**src/rtl/csa_acc_pkg.sv**
```systemverilog
// rtl/csa_acc_pkg.sv - shared state encoding and resolve bound for csa_accumulator
package csa_acc_pkg;

  typedef enum logic [1:0] {
    ACCUM   = 2'd0,
    RESOLVE = 2'd1,
    OUTPUT  = 2'd2
  } state_t;

  localparam int DEFAULT_ACC_W = 8;

  // Carry-propagate loop bound: each iteration pushes the lowest set carry bit up one place.
  localparam int MAX_RESOLVE_ITERS = DEFAULT_ACC_W + 1;

  function automatic int max_resolve_iters(input int acc_w);
    return acc_w + 1;
  endfunction

endpackage

```
**src/rtl/csa.sv**
```systemverilog
// rtl/csa.sv - W-bit 3:2 carry-save compressor; carry is the unshifted majority vector
module csa #(
  parameter int W = 8
) (
  input  logic [W-1:0] a,
  input  logic [W-1:0] b,
  input  logic [W-1:0] c,
  output logic [W-1:0] sum,
  output logic [W-1:0] carry
);

  assign sum   = a ^ b ^ c;
  assign carry = (a & b) | (a & c) | (b & c);

endmodule

```
**src/rtl/csa_accumulator.sv**
```systemverilog
// rtl/csa_accumulator.sv - streaming multi-operand adder with carry-save accumulation
module csa_accumulator
  import csa_acc_pkg::*;
#(
  parameter int N     = 4,
  parameter int ACC_W = 8,
  parameter int CNT_W = 8
) (
  input  logic             clk,
  input  logic             rst_n,
  input  logic             in_valid,
  output logic             in_ready,
  input  logic [N-1:0]     in_data,
  input  logic             in_last,
  output logic             out_valid,
  input  logic             out_ready,
  output logic [ACC_W-1:0] out_sum,
  output logic [CNT_W-1:0] out_count,
  output logic             out_ovf
);

  state_t             state;
  logic [ACC_W-1:0]   s_q;
  logic [ACC_W-1:0]   c_q;
  logic [CNT_W-1:0]   count_q;
  logic               ovf_q;
  logic [ACC_W-1:0]   x;
  logic [ACC_W-1:0]   csa_sum;
  logic [ACC_W-1:0]   csa_maj;
  logic [ACC_W-1:0]   rs_and;

  assign x      = ACC_W'(in_data);
  assign rs_and = s_q & c_q;

  csa #(.W(ACC_W)) u_csa (
    .a     (s_q),
    .b     (c_q),
    .c     (x),
    .sum   (csa_sum),
    .carry (csa_maj)
  );

  assign in_ready = (state == ACCUM);

  // Carry bits shifted out of the MSB are folded into ovf so the overflow flag stays exact.
  always_ff @(posedge clk or negedge rst_n) begin
    if (!rst_n) begin
      state     <= ACCUM;
      s_q       <= '0;
      c_q       <= '0;
      count_q   <= '0;
      ovf_q     <= 1'b0;
      out_valid <= 1'b0;
      out_sum   <= '0;
      out_count <= '0;
      out_ovf   <= 1'b0;
    end else begin
      unique case (state)
        ACCUM: begin
          if (in_valid) begin
            s_q   <= csa_sum;
            c_q   <= csa_maj << 1;
            ovf_q <= ovf_q | csa_maj[ACC_W-1];
            if (count_q != '1) begin
              count_q <= count_q + 1'b1;
            end
            if (in_last) begin
              state <= RESOLVE;
            end
          end
        end
        RESOLVE: begin
          if (c_q == '0) begin
            out_sum   <= s_q;
            out_count <= count_q;
            out_ovf   <= ovf_q;
            out_valid <= 1'b1;
            state     <= OUTPUT;
          end else begin
            s_q   <= s_q ^ c_q;
            c_q   <= rs_and << 1;
            ovf_q <= ovf_q | rs_and[ACC_W-1];
          end
        end
        OUTPUT: begin
          if (out_ready) begin
            out_valid <= 1'b0;
            s_q       <= '0;
            c_q       <= '0;
            count_q   <= '0;
            ovf_q     <= 1'b0;
            state     <= ACCUM;
          end
        end
        default: state <= ACCUM;
      endcase
    end
  end

endmodule

```
**config.mk**
```make
export PLATFORM = sky130hd
export DESIGN_NAME = csa_accumulator
export DESIGN_NICKNAME = d
export VERILOG_FILES = /design/src/rtl/csa_acc_pkg.sv /design/src/rtl/csa.sv /design/src/rtl/csa_accumulator.sv
export SDC_FILE = /design/constraint.sdc
export NUM_CORES = 1
export LEC_CHECK = 0
export ABC_AREA = 1
export CORE_MARGIN = 5
export CORE_UTILIZATION = 45
export CTS_CLUSTER_SIZE = 28
export DETAILED_ROUTE_END_ITERATION = 8
export PLACE_DENSITY_LB_ADDON = 0.05
export SKIP_CTS_REPAIR_TIMING = 1
export SYNTH_ARGS = -nofsm -noshare
export SYNTH_HDL_FRONTEND = slang
export SYNTH_SLANG_ARGS = --single-unit
```
**constraint.sdc**
```tcl
create_clock -name clk -period 4.5 [get_ports clk]
set_input_delay 0.9 -clock clk [delete_from_list [all_inputs] [get_ports clk]]
set_output_delay 0.9 -clock clk [all_outputs]
set_load 0.01 [all_outputs]
```
Word-level counts from Yosys, hierarchy flattened
Cells that the tools add are included.
W data, S select, Z words.
- bitwise gates (word level): 9
- multiplexer cells: 21
- equal/unequal tests: 9
- reductions and logical operators: 10
- $add $sub $neg: 1
- operator list (operator ; number):
    $mux W8 ; 7
    $pmux W8 S3 ; 2
    $and A8 B4 Y8 ; 2
    $or A8 B8 Y8 ; 2
    $pmux W8 S2 ; 1
    $reduce_and A4 Y1 ; 3
    $add A8 B1 Y8 const B ; 1
    $and A8 B8 Y8 ; 1
    $logic_not A8 Y1 ; 1
    $mux W2 ; 4
    $ne A2 B2 Y1 const B ; 4
    $ne A8 B8 Y1 const B ; 1
    $xor A8 B4 Y8 ; 1
    $xor A8 B8 Y8 ; 1
    $pmux W2 S3 ; 1
    $mux W1 ; 4
    $ne A2 B1 Y1 const B ; 2
    $reduce_bool A2 Y1 ; 2
    $pmux W1 S3 ; 1
    $reduce_and A3 Y1 ; 1
    $reduce_bool A3 Y1 ; 1
    $eq A2 B1 Y1 const B ; 1
    $eq A2 B2 Y1 const B ; 1
    $logic_not A2 Y1 ; 1
    3 further kinds ; 4
- word-level logic and storage cells: 59
- output and inout bits: 19
- register bits after elaboration: 45

Longest topological paths before layout
Gate-level depths: netlist of the first run.
- depth in word-level cells: 6
- gate-level depth with buffers: 9
- depth with buffers taken out: 8

Hierarchy
Synthesis of the first run repeated with hierarchy kept, for this count alone.
- cell total of the unflattened synthesis: 306
- area, all modules: 2571.2 um^2
- by module, submodules not included (module ; area an instance (um^2) ; cells an instance ; instances):
    csa_accumulator ; 2411.1 ; 298 ; 1
    csa ; 160.2 ; 8 ; 1

Worst setup path before layout of the first run
Ideal clock, no wire load.
- path kind: input -> register
- start point: input port in_data[1]
- end point: register s_q[1]
- setup time: 0.065 ns
- cell stages on the path: 5
- arrival time: 1.647 ns
- slack: 2.788 ns
- buffers on the path: 0
- path through: fa_1 -> nand2_1 -> nand2_1 -> nand3_1 -> nand2_1
- cells in the longest elaborated chain, start to end: 3
- ends and longest elaborated chain (item ; line ; text):
    start: declaration ; csa_accumulator.sv:13 ; input logic [N-1:0] in_data,
    $xor A8 B4 Y8 ; csa.sv:12 ; assign sum = a ^ b ^ c;
    $mux W8 ; csa_accumulator.sv:60 ; if (in_valid) begin
    $pmux W8 S3 ; csa_accumulator.sv:58 ; unique case (state)
    end signal: assignment ; csa_accumulator.sv:61 ; s_q <= csa_sum;
    end signal: assignment ; csa_accumulator.sv:80 ; s_q <= s_q ^ c_q;
    end: declaration ; csa_accumulator.sv:23 ; logic [ACC_W-1:0] s_q;
Every way passes these cells. The select of a mux whose other input is x is not followed.
A chain may end at the register's enable or synchronous reset.

Worst setup path after layout of the first run
- start point: register state[0]
- end point: output port in_ready
- cells in the longest elaborated chain, start to end: 1
- ends and longest elaborated chain (item ; line ; text):
    start: declaration ; csa_accumulator.sv:22 ; state_t state;
    start signal: assignment ; csa_accumulator.sv:48 ; state <= ACCUM;
    start signal: assignment ; csa_accumulator.sv:68 ; state <= RESOLVE;
    start signal: assignment ; csa_accumulator.sv:78 ; state <= OUTPUT;
    $logic_not A2 Y1 ; csa_accumulator.sv:43 ; assign in_ready = (state == ACCUM);
    end: declaration ; csa_accumulator.sv:12 ; output logic in_ready,
Every way passes these cells.

==> results of run 1 <==
## flip-flops by register name, indices dropped and copies added (netlist names), 2 cells and up
register   flops
count_q        8
state          2
s_q            8
out_count      8
c_q            7
out_sum        8
## worst min-delay path, stage by stage (launching register included)
cell and delay (ns):
dfrtp_1 0.35, nand2_1 0.05, nand2_1 0.04
## through the flow
| step | worst slack, ns | cells |
|---|---|---|
| floorplan | 2.79 | 297 |
| global placement | 2.12 | 385 |
| detailed placement | 2.10 | 385 |
| CTS | 1.92 | 393 |
| global route | 1.86 | 393 |
| finish | 1.93 | 393 |
## worst paths after layout
kind,end,depth (start not counted)
worst max-delay path,in_ready,3
worst min register to register,out_sum[4],2
worst max register to register,ovf_q,7
min in group asynchronous,count_q[7],1
max in group asynchronous,s_q[7],1
worst min-delay path,out_sum[4],2
## cell type report
cell class	count	share of cell area
clock buffers	5	0.0247
repair buffers	28	0.0978
flip-flops and latches	44	0.395
inverters	21	0.0283
multi-input cells	222	0.406
clock inverters	3	0.0166
well taps	70	0.0314
## where the power goes
part	internal [W]	switching [W]
clock	0.000167	0.000147
combinational	0.000292	0.000534
sequential	0.000501	0.0000978
## cell usage after synthesis
cell type  instances
ha_1              15
xor2_1             1
clkbuf_1           1
nand2_4            2
nand2_1          113
nand2_2            2
nand3_1           40
dfrtp_1           44
o21ai_0            2
nor2_4             2
buf_2              7
fa_1               3
nor2_1            26
o21bai_1           1
o211ai_1           1
nand3b_1           1
inv_1             20
buf_6              2
inv_2              1
o21ai_1           13
## layer usage
| metal | wire (µm) | track usage | vias up |
|---|---|---|---|
| met2 | 2230 | 0.256 | 40 |
| met5 | 0 | 0 | - |
| met3 | 239 | 0.0369 | 5 |
| li1 | - | - | 987 |
| met4 | 63 | 0.0523 | 0 |
| met1 | 2460 | 0.236 | 914 |
## logic make-up after synthesis
| kind of cell | Yosys count | synth area share |
|---|---|---|
| AO/OA/AOI/OAI | 17 | 0.0379 |
| XOR/XNOR | 1 | 0.00369 |
| adder cells (fa/ha/maj) | 18 | 0.104 |
| buffers and inverters | 31 | 0.0590 |
| flip-flops | 44 | 0.464 |
| AND/OR/NAND/NOR | 186 | 0.331 |
==> flow_summary.toml, run 1 <==
[placed_design]
portBuffers = 27
placed_cell_area_mm2 = 0.00267
dp.final_hpwl_um = 3440
place.gp.congestion = 0.803

[floorplan]
rows = 26
die_area_mm2 = 0.00683
start_util = 0.465
fp.dieH_um = 82.6
fp.dieW_um = 82.6
core_area_mm2 = 0.00511
pin_count = 28

[critical_path]
reg2reg_from = "state[1]"
crit_buf_inv = 2
cp_slowest_stage_delay_ns = 0.56
startpoint_type = "register"
cp_data_arrival_time_ns = 1.67
r2r_slack_ns = 2.45
endpoint_kind = "primary output"
cp_top_family = "buffers and inverters"
crit_path_top_delay_cell = "clkdlybuf4s50_1"
path_cells = "inv_1 -> ha_1 -> clkdlybuf4s50_1"
criticalPathCategory = "register to primary output"
crit_required_ns = 3.60
crit_start = "state[0]"
path_max_fanout = 5

[finish]
n_antenna_cell = 0
nNetsFinal = 349
mostFrequentLayoutCells = "113 x nand2_1, 44 x dfrtp_1, 40 x nand3_1"
multi_input_area_mm2 = 0.00113
fin_util = 0.546
syn_to_final_growth_pct = 17.4
nFillCells = 526
final_area_mm2 = 0.00279
final_common_cell = "nand2_1"
ff_latch_area_mm2 = 0.00110
drive_gt1_frac = 0.0526

[cts]
cts.sinks = 44
worstSkewPairLatency_ns = 0.30
clk_pin_slew_ns = 0.09
cts_max_path_buffers = 2
cts.htree.levels = 2
clock_tree.root_cell = "clkbuf_8"
cts_tree = "yes"
cts_buffers = 5

[power]
max-vdd-ir-drop_mv = 0.251
power.density_mw_per_mm2 = 624
p_leak_nw = 1.44
total_power_w = 0.00174

[drt]
drt_iter0_markers = 75
ant_nets = 0
vias_per_cell = 4.95
route.vias.total = 1946
finalWirelength_um = 5000
wl_per_cell_um = 12.7
drc = 0
first_pass_iters = 4

[sta]
fin_setup_tns_ns = 0
finalMaxSlewViolations = 0
slew_headroom = 0.340
hold_slack_ns = 0.477
min_period_over_period = 0.572
max_freq_ghz = 0.389
hold_viol = 0
rsz0062_at_grt = "no"
skew_ns = 0.00647
period_minus_slack_ns = 2.57
tightestPinTransition_ns = 0.990
setup_viol = 0

[logic_synthesis]
synth_fp_nets = 324
synth-seq-cells = 44
ys_seq_area_frac = 0.464
ys.warnings.count = 0
syn_inst = 297
syn_area_mm2 = 0.00237
ys_types = 20
synth_top_area_frac = 0.464
yosys.area.top_type = "dfrtp_1"
syn_area_per_cell_um2 = 8.00
synthTopCellsByArea = "dfrtp_1 46%, nand2_1 18%, nand3_1 8.4%"

[grt]
grt_max_degree = 45
antenna_found_initial = 0
grt_pass1_wl_um = 8730
grt_usage = 0.167
grt_overflow_total = 0
grt_pass1_vias = 1882

[status]
outcome = "finished clean"

[min_path]
min-delay-path-class = "register to register"
min_from = "out_sum[4]"

[flow_run]
cap_violations = 0
Note: power is estimated with default switching activity, not from simulation.
==> run 2, diff against run 1 <==
==> constraint.sdc (replaced) <==
create_clock -name clk -period 2.5 [get_ports clk]
set_input_delay 0.5 -clock clk [delete_from_list [all_inputs] [get_ports clk]]
set_output_delay 0.5 -clock clk [all_outputs]
set_load 0.01 [all_outputs]
==> run 2 against run 1 <==
  * Combinational power up 83%
  * Final area up 0.18%
  * Critical path depth unchanged
  * Via count down 1.4%
  * Routed wire length up 4.2%
  * Clock power up 47%
  * Critical endpoint unchanged
==> flow_summary.toml, run 2 (same netlist as run 1, synthesis figures left out) <==
[placed_design]
place.gp.congestion = 0.855
place_inst = 389
dp.final_hpwl_um = 3790
portBuffers = 27

[grt]
grt_pass1_vias = 1986
grt_overflow_total = 0
grt_usage = 0.180
grt_pass1_wl_um = 9200
antenna_found_initial = 0
grt_max_degree = 38

[floorplan]
rows = 26
pin_count = 28
start_util = 0.465
core_area_mm2 = 0.00511
fp.dieW_um = 82.6
fp.dieH_um = 82.6
die_area_mm2 = 0.00683

[critical_path]
crit_cells = 3
path_cells = "inv_1 -> ha_1 -> clkdlybuf4s50_1"
startpoint_type = "register"
reg2reg_depth = 7
cp_top_family = "buffers and inverters"
path_max_fanout = 5
cp_slowest_stage_delay_ns = 0.56
cp_data_arrival_time_ns = 1.66
crit_buf_inv = 2
endpoint_kind = "primary output"
criticalPathCategory = "register to primary output"
crit_path_top_delay_cell = "clkdlybuf4s50_1"
crit_required_ns = 2.00

[drt]
drt_iter0_markers = 93
vias_per_cell = 4.83
first_pass_iters = 4
route.vias.total = 1919
wl_per_cell_um = 13.1
drc = 0
finalWirelength_um = 5210
ant_nets = 0

[sta]
fin_setup_tns_ns = 0
min_period_over_period = 0.862
max_freq_ghz = 0.464
tightestPinTransition_ns = 0.676
skew_ns = 0.00609
rsz0062_at_grt = "no"
hold_viol = 0
slew_headroom = 0.550
hold_slack_ns = 0.236
finalMaxSlewViolations = 0
setup_viol = 0
period_minus_slack_ns = 2.16

[power]
max-vdd-ir-drop_mv = 0.511
power.density_mw_per_mm2 = 1090
switching_share = 0.449
comb_power_share = 0.494
power.net_switching_w = 0.00137
pwr-share-clk = 0.151
pwr-share-seq = 0.355
internal_power_w = 0.00168
p_leak_nw = 1.45

[finish]
final_common_cell = "nand2_1"
mostFrequentLayoutCells = "113 x nand2_1, 44 x dfrtp_1, 40 x nand3_1"
nNetsFinal = 353
fin_util = 0.547
fin_cells = 397
nFillCells = 513
syn_to_final_growth_pct = 17.7
n_antenna_cell = 0
drive_gt1_frac = 0.0581

[flow_run]
cap_violations = 0

[cts]
clock_tree.root_cell = "clkbuf_8"
cts_max_path_buffers = 2
cts.htree.levels = 2
cts.sinks = 44
clk_pin_slew_ns = 0.08
cts_buffers = 5
cts_tree = "yes"
worstSkewPairLatency_ns = 0.30

[status]
outcome = "finished clean"

[min_path]
min-delay-path-class = "input pin to async pin"
[run 2: cell types whose count changed in the layout (fill, tap and decap cells not counted), sizes merged]
cell | before | now
inv | 22 | 21
clkbuf | 5 | 8
clkinvlp | 1 | 0
buf | 2 | 6
bufinv | 1 | 0
[run 2: layout make-up]
class / instances / area (µm²) / share of cell area
Inverter: 21 / 78.8 / 0.0282
Multi-Input combinational cell: 222 / 1130 / 0.406
Timing Repair Buffer: 32 / 303 / 0.108
Sequential cell: 44 / 1100 / 0.394
Tap cell: 70 / 87.6 / 0.0313
Clock buffer: 8 / 90.1 / 0.0322
[run 2: path summary, 6_finish.rpt]
| check | startpoint | endpoint | slack, ns |
|---|---|---|---|
| max in group asynchronous | rst_n | out_count[3] | 1.68 |
| min in group clk | out_sum[2] | out_sum[2] | 0.47 |
| hold / removal | rst_n | c_q[7] | 0.24 |
| hold reg to reg | out_sum[2] | out_sum[2] | 0.47 |
| setup / recovery | state[0] | in_ready | 0.34 |
| setup reg to reg | state[1] | c_q[7] | 0.64 |
[run 2: layer usage]
metal | GRT usage | vias up | share of wire | wire length (µm)
met4 | 0.0621 | 0 | 0.016 | 85
met3 | 0.0445 | 8 | 0.042 | 217
li1 | - | 999 | - | -
met1 | 0.232 | 878 | 0.49 | 2550
met2 | 0.296 | 34 | 0.45 | 2360
met5 | 0 | - | 0 | 0
[run 2: power groups by stage]
| stage | clock [W] | sequential, W | combinational (W) |
|---|---|---|---|
| detailed placement | 0 | 0.00110 | 0.00153 |
| finish | 0.000462 | 0.00108 | 0.00151 |
| global placement | 0 | 0.00109 | 0.00152 |
| floorplan | 0 | 0.00109 | 0.00108 |
| global route | 0.000509 | 0.00112 | 0.00172 |
| CTS | 0.000474 | 0.00108 | 0.00154 |
[run 2: metrics by stage]
stage	worst slack (ns)	cell area (µm²)	total power, W
2_1_floorplan	0.983	2370	0.00217
3_3_place_gp	0.594	2700	0.00261
3_5_place_dp	0.595	2700	0.00263
4_1_cts	0.325	2790	0.00309
5_1_grt	0.252	2790	0.00335
6_report	0.344	2790	0.00305
[run 2: worst register-to-register path: cells and delay by family (launching register included)]
family	cells	cell delay [ns]
flops	1	0.40
buf+inv	2	0.35
fa+ha+maj	1	0.36
simple gates	4	0.64
==> run 3, diff against run 2 <==
--- a/config.mk
+++ b/config.mk
@@ -6,7 +6,7 @@
 export NUM_CORES = 1
 export LEC_CHECK = 0
 export ABC_AREA = 1
-export CORE_MARGIN = 5
+export CORE_MARGIN = 2
 export CORE_UTILIZATION = 45
 export CTS_CLUSTER_SIZE = 28
 export DETAILED_ROUTE_END_ITERATION = 8
@@ -14,4 +14,5 @@
 export SKIP_CTS_REPAIR_TIMING = 1
 export SYNTH_ARGS = -nofsm -noshare
 export SYNTH_HDL_FRONTEND = slang
+export SYNTH_HIERARCHICAL = 1
 export SYNTH_SLANG_ARGS = --single-unit
==> run 3 against run 2 <==
  * Synthesized area grew 8.3%
  * Sequential power grew 14%
  * Clock power grew 17%
  * Die area shrank 7.3%
  * Final area grew 8.3%
  * Clock skew grew 0.00099 ns
  * Non-clock buffer count grew 1
  * Critical endpoint unchanged
==> flow_summary.toml, run 3 <==
[logic_synthesis]
synth_top_area_frac = 0.428
ys_seq_area_frac = 0.428
syn_inst = 306
syn_area_mm2 = 0.00257
synth.most_common_cell = "nand2_1"
synthFlopType = "dfrtp_1"
ys_types = 26
yosys.area.top_type = "dfrtp_1"
syn_area_per_cell_um2 = 8.40
synth_common_cells = "110 x nand2_1, 44 x dfrtp_1, 35 x nand3_1"
synth_edf_count = 0
synthTopCellsByArea = "dfrtp_1 43%, nand2_1 16%, ha_1 6.8%"
ys.warnings.count = 6
async_reset_ff_frac = 1.00
synth-seq-cells = 44

[grt]
grt_pass1_vias = 1859
grt_overflow_total = 0
grt_pass1_wl_um = 9000
grt_usage = 0.183
antenna_found_initial = 0
grt_max_degree = 45

[critical_path]
crit_buf_inv = 2
cp_data_arrival_time_ns = 1.69
path_max_fanout = 5
startpoint_type = "register"
crit_required_ns = 2.00
cp_top_family = "buffers and inverters"
crit_path_top_delay_cell = "clkdlybuf4s50_1"
cp_slowest_stage_delay_ns = 0.57
endpoint_kind = "primary output"
criticalPathCategory = "register to primary output"
path_cells = "inv_1 -> ha_1 -> clkdlybuf4s50_1"

[flow_run]
cap_violations = 0

[finish]
nNetsFinal = 369
final_common_cell = "nand2_1"
nFillCells = 534
syn_to_final_growth_pct = 17.7
mostFrequentLayoutCells = "110 x nand2_1, 44 x dfrtp_1, 35 x nand3_1"
n_antenna_cell = 0
drive_gt1_frac = 0.106

[sta]
finalMaxSlewViolations = 0
setup_viol = 0
fin_setup_tns_ns = 0
period_minus_slack_ns = 2.19
min_period_over_period = 0.874
rsz0062_at_grt = "no"
hold_viol = 0
max_freq_ghz = 0.458
skew_ns = 0.00708
setup_ws_ns = 0.314

[power]
switching_share = 0.455
pwr-share-seq = 0.325
pwr-share-clk = 0.142
comb_power_share = 0.533
max-vdd-ir-drop_mv = 0.773
internal_power_w = 0.00207
power.net_switching_w = 0.00173
p_leak_nw = 1.56
power.density_mw_per_mm2 = 1250

[floorplan]
rows = 27
fp.dieW_um = 79.6
pin_count = 28
core_area_mm2 = 0.00551
start_util = 0.467
fp.dieH_um = 79.6
die_area_mm2 = 0.00633

[cts]
cts_buffers = 5
cts.sinks = 44
cts_tree = "yes"
clk_pin_slew_ns = 0.08
worstSkewPairLatency_ns = 0.29
cts_max_path_buffers = 2
cts.htree.levels = 2
clock_tree.root_cell = "clkbuf_8"

[drt]
dr_wl_met2_um = 2290
vias_per_cell = 4.91
finalWirelength_um = 5150
ant_nets = 0
routed.top_layer = "met4"
drc = 0
first_pass_iters = 4
route.vias.total = 2016
drt-met1-wl_um = 2650
wl_per_cell_um = 12.5
met3WireLength_um = 161
drt_iter0_markers = 86

[placed_design]
dp.final_hpwl_um = 3590
place.gp.congestion = 0.765
dp_slack_ns = 0.632
portBuffers = 27

[status]
outcome = "finished clean"

[min_path]
min-delay-path-class = "input pin to async pin"
## run 3: cell types whose count changed after synthesis, sizes merged, moves of 2 or more
cell and change:
clkbuf +2, fa +5, inv +4, nand3 +5
nand4 +3, nor2 -18, o21ai +8
## run 3: path summary, 6_finish.rpt
path | start | endpoint | slack, ns | cells past startpoint
min reg2reg | out_sum[7] | out_sum[7] | 0.48 | 2
max in group asynchronous | rst_n | s_q[0] | 2.12 | 2
max | state[0] | in_ready | 0.31 | 3
min | rst_n | out_sum[7] | 0.17 | 2
min in group clk | out_sum[7] | out_sum[7] | 0.48 | 2
max reg2reg | state[1] | out_ovf | 0.68 | 6
## run 3: metal layers
| layer | global-route usage | vias to the layer above |
|---|---|---|
| met5 | 0 | - |
| met4 | 0.0517 | 0 |
| met3 | 0.0373 | 2 |
| met2 | 0.274 | 35 |
| met1 | 0.268 | 944 |
| li1 | - | 1035 |
## run 3: power groups by stage
stage,clock network [W],logic (W),registers [W]
6_report,0.000540,0.00202,0.00123
5_1_grt,0.000581,0.00235,0.00128
4_1_cts,0.000555,0.00205,0.00123
3_5_place_dp,0,0.00204,0.00125
3_3_place_gp,0,0.00202,0.00124
2_1_floorplan,0,0.00146,0.00124
## run 3: cell type report
| type | count | area (µm²) | area share |
|---|---|---|---|
| Timing Repair Buffer | 33 | 323 | 0.107 |
| Clock inverter | 2 | 35.0 | 0.0116 |
| Sequential cell | 44 | 1100 | 0.364 |
| Clock buffer | 6 | 72.6 | 0.0240 |
| Inverter | 25 | 93.8 | 0.0310 |
| Tap cell | 72 | 90.1 | 0.0298 |
| Multi-Input combinational cell | 229 | 1310 | 0.433 |
## run 3: cells by family after synthesis
logic type | share of synthesized area
simple gates | 0.321
xor+xnor | 0.00341
other cells | 0.00146
flops | 0.428
fa+ha+maj | 0.130
compound gates | 0.0477
buf+inv | 0.0676
## run 3: through the flow
stage / util / std cells / power, W / instance area [µm²] / hold WS, ns
4_1_cts: 0.550 / 411 / 0.00384 / 3030 / 0.179
3_3_place_gp: 0.530 / 403 / 0.00326 / 2920 / 0.455
5_1_grt: 0.550 / 411 / 0.00421 / 3030 / 0.168
3_5_place_dp: 0.530 / 403 / 0.00329 / 2920 / 0.460
2_1_floorplan: - / 310 / 0.00269 / 2590 / 0.204
6_report: 0.550 / 411 / 0.00379 / 3030 / 0.172
